==> config.mk <==
export PLATFORM = sky130hd
export DESIGN_NAME = jtag_byte_master_flat
export DESIGN_NICKNAME = d
export VERILOG_FILES = /design/src/rtl/jtag_byte_master_if.sv /design/src/rtl/jtag_byte_master.sv /design/src/flat_wrapper.sv
export SDC_FILE = /design/constraint.sdc
export NUM_CORES = 1
export LEC_CHECK = 0
export CORE_MARGIN = 4
export CORE_UTILIZATION = 51
export DETAILED_ROUTE_END_ITERATION = 10
export PLACE_DENSITY = 0.79
export SYNTH_ARGS = -nofsm -noshare
export SYNTH_HDL_FRONTEND = slang
export SYNTH_SLANG_ARGS = --single-unit
==> constraint.sdc <==
create_clock -name iCLK -period 2 [get_ports iCLK]
set_input_delay 0.2 -clock iCLK [delete_from_list [all_inputs] [get_ports iCLK]]
set_output_delay 0.2 -clock iCLK [all_outputs]
set_load 0.005 [all_outputs]
==> src/rtl/jtag_byte_master_if.sv <==
// ----------------------------------------------------------------------------
// jtag_byte_master_if
//   Signal bundle between a byte-serial JTAG host master and its user/target.
//
//   Byte handshake (valid/ready): a byte is transferred on a rising clock edge
//   where iTx_Valid and oTx_Ready are both high. iTx_Data must be stable in
//   that cycle. oRx_Valid is a one-cycle pulse marking oRx_Data as fresh; it
//   has no ready and cannot be back-pressured.
//
//   Signals:
//     iTx_Data  [7:0]  byte to send on TDI
//     iTx_Valid        send request
//     oTx_Ready        master idle, can accept a byte
//     oRx_Data  [7:0]  byte captured from TDO
//     oRx_Valid        one-cycle receive strobe
//     oBusy            frame in progress
//     TCK/TCS/TDI      JTAG wires driven by the master
//     TDO              JTAG wire driven by the target
//
//   Modports: master = the jtag_byte_master side, slave = user/target side.
// ----------------------------------------------------------------------------
interface jtag_byte_master_if;
    logic [7:0] iTx_Data;
    logic       iTx_Valid;
    logic       oTx_Ready;
    logic [7:0] oRx_Data;
    logic       oRx_Valid;
    logic       oBusy;
    logic       TCK;
    logic       TCS;
    logic       TDI;
    logic       TDO;

    modport master (
        input  iTx_Data, iTx_Valid, TDO,
        output oTx_Ready, oRx_Data, oRx_Valid, oBusy, TCK, TCS, TDI
    );

    modport slave (
        output iTx_Data, iTx_Valid, TDO,
        input  oTx_Ready, oRx_Data, oRx_Valid, oBusy, TCK, TCS, TDI
    );
endinterface

==> src/rtl/jtag_byte_master.sv <==
// ----------------------------------------------------------------------------
// jtag_byte_master
//   Host-side initiator of the byte-serial JTAG link. Each accepted byte is
//   sent LSB first on TDI over one TCS-low frame of 8 TCK pulses; the byte
//   returned by the target on TDO is captured in the same frame.
//
//   Parameters:
//     CLK_DIV     iCLK cycles per TCK half-period (>= 1)
//
//   Ports:
//     iCLK        system clock, rising edge
//     iRST        synchronous active-high reset
//     bus         jtag_byte_master_if.master (byte handshake + JTAG wires)
//     oDbg_State  current FSM state encoding, for observation only
//
//   Frame timing for an accept in cycle T (C = CLK_DIV):
//     T+1            TCS low, TDI = bit0
//     T+1+C*(1+2k)   TCK rise k
//     T+1+C*(2+2k)   TCK fall k: TDO shifted in as bit k, TDI -> bit k+1
//     T+1+18C        TCS high, oRx_Valid pulse
//     T+1+19C        oTx_Ready high again
// ----------------------------------------------------------------------------
module jtag_byte_master #(
    parameter int unsigned CLK_DIV = 4
) (
    input  logic                  iCLK,
    input  logic                  iRST,
    jtag_byte_master_if.master    bus,
    output logic [2:0]            oDbg_State
);

    localparam int DW = $clog2(CLK_DIV) + 1;
    localparam logic [DW-1:0] DIV_LAST = DW'(CLK_DIV - 1);
    // Only reachable when CLK_DIV >= 2; GAP is skipped entirely for CLK_DIV=1.
    localparam logic [DW-1:0] GAP_LAST = DW'(CLK_DIV - 2);

    typedef enum logic [2:0] {
        S_IDLE  = 3'd0,
        S_SETUP = 3'd1,
        S_HIGH  = 3'd2,
        S_LOW   = 3'd3,
        S_HOLD  = 3'd4,
        S_DONE  = 3'd5,
        S_GAP   = 3'd6
    } state_t;

    state_t          r_state;
    logic [DW-1:0]   r_div;
    logic [2:0]      r_bit;
    logic [7:0]      r_tx_sh;
    logic [7:0]      r_rx_sh;
    logic [7:0]      r_rx_data;
    logic            r_rx_valid;
    logic            r_ready;
    logic            r_busy;
    logic            r_tck;
    logic            r_tcs;
    logic            r_tdi;

    state_t          w_next;
    logic            w_div_done;
    logic            w_accept;
    logic            w_fall;
    logic            w_bit_adv;

    // ------------------------------------------------------------------
    // Next-state logic
    // ------------------------------------------------------------------
    always_comb begin
        w_next     = r_state;
        w_div_done = (r_div == DIV_LAST);
        w_accept   = 1'b0;
        w_fall     = 1'b0;
        w_bit_adv  = 1'b0;
        case (r_state)
            S_IDLE: begin
                if (bus.iTx_Valid) begin
                    w_accept = 1'b1;
                    w_next   = S_SETUP;
                end
            end
            S_SETUP: if (w_div_done) w_next = S_HIGH;
            S_HIGH: begin
                if (w_div_done) begin
                    w_fall = 1'b1;
                    w_next = S_LOW;
                end
            end
            S_LOW: begin
                if (w_div_done) begin
                    if (r_bit == 3'd7) begin
                        w_next = S_HOLD;
                    end else begin
                        w_bit_adv = 1'b1;
                        w_next    = S_HIGH;
                    end
                end
            end
            S_HOLD: if (w_div_done) w_next = S_DONE;
            S_DONE: w_next = (CLK_DIV == 1) ? S_IDLE : S_GAP;
            S_GAP:  if (r_div == GAP_LAST) w_next = S_IDLE;
            default: w_next = S_IDLE;
        endcase
    end

    // ------------------------------------------------------------------
    // State, counters, datapath and registered outputs
    // ------------------------------------------------------------------
    always_ff @(posedge iCLK) begin
        if (iRST) begin
            r_state    <= S_IDLE;
            r_div      <= '0;
            r_bit      <= '0;
            r_tx_sh    <= '0;
            r_rx_sh    <= '0;
            r_rx_data  <= '0;
            r_rx_valid <= 1'b0;
            r_ready    <= 1'b1;
            r_busy     <= 1'b0;
            r_tck      <= 1'b0;
            r_tcs      <= 1'b1;
            r_tdi      <= 1'b0;
        end else begin
            r_state <= w_next;
            // Divider restarts on every state change and rests at 0 in IDLE.
            if ((w_next != r_state) || (w_next == S_IDLE))
                r_div <= '0;
            else
                r_div <= r_div + DW'(1);

            // Outputs are a function of the state being entered, so they
            // change on the same edge as the state register.
            r_tck      <= (w_next == S_HIGH);
            r_tcs      <= (w_next == S_IDLE) || (w_next == S_DONE) || (w_next == S_GAP);
            r_ready    <= (w_next == S_IDLE);
            r_busy     <= (w_next != S_IDLE);
            r_rx_valid <= (w_next == S_DONE);

            if (w_accept) begin
                r_tx_sh <= bus.iTx_Data;
                r_tdi   <= bus.iTx_Data[0];
                r_bit   <= '0;
            end

            // Falling TCK: the target updated TDO on the rising edge, so it
            // has been stable for the whole HIGH phase.
            if (w_fall) begin
                r_tx_sh <= {1'b0, r_tx_sh[7:1]};
                r_tdi   <= r_tx_sh[1];
                r_rx_sh <= {bus.TDO, r_rx_sh[7:1]};
            end

            if (w_bit_adv)
                r_bit <= r_bit + 3'd1;

            if ((w_next == S_DONE) && (r_state != S_DONE))
                r_rx_data <= r_rx_sh;
        end
    end

    assign bus.oTx_Ready = r_ready;
    assign bus.oBusy     = r_busy;
    assign bus.oRx_Data  = r_rx_data;
    assign bus.oRx_Valid = r_rx_valid;
    assign bus.TCK       = r_tck;
    assign bus.TCS       = r_tcs;
    assign bus.TDI       = r_tdi;
    assign oDbg_State    = r_state;

endmodule

==> src/flat_wrapper.sv <==
// flat-port wrapper written by rule: the top's interface ports become plain ports
module jtag_byte_master_flat 
#(
    parameter int unsigned CLK_DIV = 4
)
  (iCLK, iRST, oDbg_State, bus_iTx_Data, bus_iTx_Valid, bus_TDO, bus_oTx_Ready, bus_oRx_Data, bus_oRx_Valid, bus_oBusy, bus_TCK, bus_TCS, bus_TDI);
  jtag_byte_master_if bus_i ();
  input  logic iCLK;
  input  logic iRST;
  output logic [2:0] oDbg_State;
  input wire logic [$bits(bus_i.iTx_Data)-1:0] bus_iTx_Data;
  input wire logic [$bits(bus_i.iTx_Valid)-1:0] bus_iTx_Valid;
  input wire logic [$bits(bus_i.TDO)-1:0] bus_TDO;
  output wire logic [$bits(bus_i.oTx_Ready)-1:0] bus_oTx_Ready;
  output wire logic [$bits(bus_i.oRx_Data)-1:0] bus_oRx_Data;
  output wire logic [$bits(bus_i.oRx_Valid)-1:0] bus_oRx_Valid;
  output wire logic [$bits(bus_i.oBusy)-1:0] bus_oBusy;
  output wire logic [$bits(bus_i.TCK)-1:0] bus_TCK;
  output wire logic [$bits(bus_i.TCS)-1:0] bus_TCS;
  output wire logic [$bits(bus_i.TDI)-1:0] bus_TDI;
  assign bus_i.iTx_Data = bus_iTx_Data;
  assign bus_i.iTx_Valid = bus_iTx_Valid;
  assign bus_i.TDO = bus_TDO;
  assign bus_oTx_Ready = bus_i.oTx_Ready;
  assign bus_oRx_Data = bus_i.oRx_Data;
  assign bus_oRx_Valid = bus_i.oRx_Valid;
  assign bus_oBusy = bus_i.oBusy;
  assign bus_TCK = bus_i.TCK;
  assign bus_TCS = bus_i.TCS;
  assign bus_TDI = bus_i.TDI;
  jtag_byte_master #(.CLK_DIV(CLK_DIV)) u_core (.iCLK(iCLK), .iRST(iRST), .bus(bus_i), .oDbg_State(oDbg_State));
endmodule
# Word-level counts from Yosys, hierarchy flattened
# Index checks and enable logic that the tools add are counted.
[totals] ff_bits=39 latchBits=0 ramBits=0 rom_bits=0 input_bits=12 word_cells=61 n_memories=0
[op_classes] add_sub_neg=2 multipliers=0 div_mod_pow=0 magnitude_cmp=0 eq_ne=14 shifts=0 n_mux=21 n_bitwise=0 reduce_logical=11
[ops] cell="$mux 3" count=9
[ops] cell="$pmux 3 s7" count=1
[ops] cell="$eq 3x3->1 const B" count=6
[ops] cell="$eq 3x2->1 const B" count=5
[ops] cell="$mux 7" count=2
[ops] cell="$mux 1" count=9
[ops] cell="$add 3x1->3 const B" count=2
[ops] cell="$logic_not 3->1" count=2
[ops] cell="$reduce_bool 2->1" count=2
[ops] cell="$reduce_or 2->1" count=2
[ops] cell="$eq 3x1->1 const B" count=1
[ops] cell="$logic_or 1x1->1" count=3
[ops] cell="$ne 3x3->1" count=1
[ops] cell="$ne 3x3->1 const B" count=1
[ops] cell="$reduce_bool 3->1" count=1
[ops] cell="$logic_and 1x1->1" count=1

# Longest topological paths before layout
[logic_depth] word_depth=7 depth_mapped=8

# Worst setup path after synthesis
# No wires, ideal clock.
[synth_path] path_type="register -> register" startpoint="reg u_core.r_div[0]" endpoint="reg u_core.r_tck (netlist: u_core.bus.TCK)" setup_time_ns=0.060 arrival_time_ns=1.555 required_ns=1.940 slack_ns=0.384 stages_incl_launch_ff=8 cell_sequence="dfxtp_1 ha_1 ha_1 buf_2 nor4bb_1 buf_4 nor4_4 and3_1"
[synth_between] elab_chain_cells=4 elab_cells_between_ends=9
[synth_rtl] element="from (decl)" line_no="jtag_byte_master.sv:48" text="logic [DW-1:0] r_div;"
[synth_rtl] element="from (signal assigned)" line_no="jtag_byte_master.sv:129" text="r_div <= r_div + DW'(1);"
[synth_rtl] element="$eq 3x2->1, on equally long branches" line_no="jtag_byte_master.sv:101, jtag_byte_master.sv:71"
[synth_rtl] element="$mux 3, on equally long branches"
[synth_rtl] element="$pmux 3 s7 *" line_no="jtag_byte_master.sv:75" text="case (r_state)"
[synth_rtl] element="$eq 3x2->1 *" line_no="jtag_byte_master.sv:133" text="r_tck <= (w_next == S_HIGH);"
[synth_rtl] element="to (signal assigned)" line_no="jtag_byte_master.sv:133"
[synth_rtl] element="to (decl)" line_no="jtag_byte_master.sv:56" text="logic r_tck;"
# Mark *: on every way between the ends. The rest lies on a longest branch, timed or not.
# A chain may end at the register's enable or synchronous reset.

# Worst setup path in the final report
[layout_path] startpoint="reg u_core.r_state[1] (netlist: u_core.oDbg_State[1])" endpoint="out oDbg_State[1]"
[layout_rtl] element="from (decl)" line_no="jtag_byte_master.sv:47" text="state_t r_state;"
[layout_rtl] element="from (signal assigned)" line_no="jtag_byte_master.sv:124" text="r_state <= w_next;"
[layout_rtl] element="to (decl)" line_no="flat_wrapper.sv:10" text="output logic [2:0] oDbg_State;"
# No word-level cell between the ends.

==> flow_metrics.tcl <==
set metrics [dict create \
    p_switching_w 0.000304 \
    layout_common_cells "dfxtp_1, clkdlybuf4s50_1, nand2_1, a21oi_1, nor2_1" \
    grt_pass1_wl_um 5420 \
    grt_max_degree 33 \
    h-tree-depth 2 \
    ys_seq_area_share_pct 45.4 \
    hold_path_class "input pin to register" \
    rsz0062_at_grt "no" \
    end_kind "output pin" \
    tightest_slew_ns 0.548 \
    critPathBufInv 1 \
    design_area_sq_um 2050 \
    die_h_um 65.3 \
    drt-total-wl_um 3210 \
    overflow 0 \
    crit_family "flip-flops" \
    die_w_um 65.3 \
    swShare_pct 23.1 \
    min_period_over_period_pct 91.2 \
    clk_latency_ns 0.34 \
    dpl.cell_count 246 \
    crit_cells 1 \
    layout_min_cycle_time_ns 1.82 \
    slowest_delay_ns 0.68 \
    vias_per_cell 5.24 \
    whs_ns 0.417 \
    vias 1330 \
    cts_buffer_depth 2 \
    start_util_pct 54.0 \
    finalSetupViolCount 0 \
    status "finished clean" \
    final.setup_skew_ns 0.00715 \
    yosys_warnings 0 \
    diodes 0 \
    required_ns 1.80 \
    crit_fanout 15 \
    post_cts_buffers 0 \
    p_leak_nw 0.753 \
    total_power_w 0.00132 \
    worstSetupPathType "register to output pin" \
    first_pass_iters 4 \
    finalMaxSlewViolations 0 \
    dieArea_sq_um 4270 \
    setup_tns_ns 0 \
    route.detailed.drc 0 \
    dpl_cell_area_sq_um 1990 \
    fin_nets 226 \
    crit_path_start_kind "register" \
    grt_pass1_vias 1220 \
    syn_avg_cell_area_sq_um 9.26 \
    ant_nets 0 \
    track_usage_pct 16.5 \
    pwr-share-clk_pct 30.5 \
    cts.sinks 38 \
    cap_violations 0 \
    cp.arrival_ns 1.62 \
    cp_cell_sequence "clkdlybuf4s50_1" \
    gp_congestion 0.827 \
    rrSetupSlack_ns 0.18 \
    cellInternalPower_w 0.00101 \
    syn2layout_area_growth_pct 22.2 \
    cts-root-buf "clkbuf_4" \
    dp_hpwl_um 2370 \
    cts_buffers 5 \
    coreArea_sq_um 3100 \
    wl_per_cell_um 12.6 \
    p_comb_share_pct 9.2 \
    syn_inst 181 \
    post_route_cells_drive_above_1_share_pct 11.0 \
    pwr-share-seq_pct 60.3 \
    hold_viol_final 0 \
    rows 20 \
    relSlewSlack_pct 63.4 \
    antenna_found_initial 0 \
    final_common_cell "dfxtp_1" \
    synth_cell_types 36 \
    drt_iter0_markers 80 \
    io_pins 29 \
    synth_seq_cells 38 \
    ir_worst_vdd_uv 461 \
    path_clk_slew_ns 0.10 \
    portBuffers 28 \
    p_per_area_nw_per_um2 643 \
    worstRegToRegCells 6 \
    min_delay_path_depth 3 \
    syn_nets 198 \
    synth_area_sq_um 1680 \
    crit_slowest_cell "dfxtp_1" \
    stdcell_count 254 \
    fmax_ghz 0.548 \
    tritoncts "done" \
]
==> sequential cells by signal, summed over array words and instances (netlist names) <==
signal,cells
u_core.bus.oTx_Ready,1
u_core.bus.oRx_Data,8
u_core.r_div,3
u_core.r_tx_sh,8
u_core.r_rx_sh,8
u_core.bus.oRx_Valid,1
u_core.bus.oBusy,1
u_core.r_bit,3
u_core.oDbg_State,3
u_core.bus.TCK,1
u_core.bus.TCS,1
==> worst register-to-register path, cell delays in order (launching register included) <==
cell and delay (ns):
dfxtp_1 0.35, ha_1 0.15, ha_1 0.36, nor4bb_4 0.44, buf_4 0.24, nand2_1 0.07
a21oi_1 0.15
==> layout make-up <==
cell class	instances	area (sq um)
fillers	276	1050
multi-input cells	127	838
flip-flops and latches	38	762
repair buffers	33	318
clock buffers	7	55.1
well taps	44	55.1
inverters	4	15.0
clock inverters	1	5.00
==> power by group through the flow <==
stage / clock network (W) / registers [W] / logic, W
after detailed placement: 0 / 0.000811 / 0.000122
after global routing: 0.000447 / 0.000797 / 0.000134
final: 0.000402 / 0.000794 / 0.000122
after CTS: 0.000416 / 0.000793 / 0.000122
after floorplan: 0 / 0.000805 / 0.0000783
after global placement: 0 / 0.000809 / 0.000118
==> layer usage <==
| metal | global-route usage (%) | routed length [um] |
|---|---|---|
| met2 | 27.2 | 1560 |
| met3 | 4.62 | 166 |
| met1 | 19.6 | 1430 |
| met4 | 8.03 | 57 |
| met5 | 0 | 0 |
==> cells in the mapped netlist <==
cell,n,area (sq um)
dfxtp_1,38,761
nand2_1,27,101
a21oi_1,19,95.1
nor2_1,19,71.3
mux2i_1,12,120
a22oi_1,8,60.1
nand2b_1,6,37.5
nor2b_1,6,37.5
clkbuf_1,5,18.8
ha_1,5,62.6
inv_1,4,15.0
buf_6,3,33.8
buf_2,2,10.0
buf_4,2,15.0
nor3_1,2,10.0
nor3_2,2,20.0
o21ai_0,2,10.0
a211oi_1,1,7.51
a211oi_2,1,12.5
a21o_1,1,7.51
a32o_1,1,10.0
and2_1,1,6.26
and3_1,1,6.26
nand3_1,1,5.00
nand4_1,1,6.26
nor2_2,1,6.26
nor2_8,1,20.0
nor4_2,1,12.5
nor4_4,1,21.3
nor4b_4,1,23.8
nor4bb_1,1,10.0
o21a_1,1,7.51
o31ai_1,1,7.51
o32a_1,1,10.0
or2b_4,1,11.3
or3_1,1,6.26
==> worst paths after layout <==
check	from	to
worst max-delay path	u_core.oDbg_State[1]	oDbg_State[1]
worst min-delay path	bus_TDO	u_core.r_rx_sh[7]
worst max register to register	u_core.r_div[1]	u_core.r_rx_sh[2]
worst min register to register	u_core.r_tx_sh[4]	u_core.r_tx_sh[4]
==> metrics by stage <==
stage | util (%) | worst slack, ns
after floorplan | - | 0.384
after global placement | 64.0 | 0.293
after detailed placement | 64.0 | 0.165
after CTS | 66.0 | 0.0490
after global routing | 66.0 | 0.0445
final | 66.0 | 0.175
==> what timing repair did <==
| item | in CTS | in global routing |
|---|---|---|
| hold buffers | 0 | 0 |
| gates resized for setup | 0 | 1 |
| endpoints found under the setup margin | 0 | 1 |
==> logic make-up (layout without fill, tap and decap cells) <==
group	Yosys count	after routing	share of synthesized area, %
simple gates	74	74	24.6
flops	38	38	45.4
compound gates	36	36	13.6
buf+inv	16	45	5.52
mux	12	12	7.16
fa+ha+maj	5	5	3.73
Note: power is estimated with default switching activity, not from simulation.
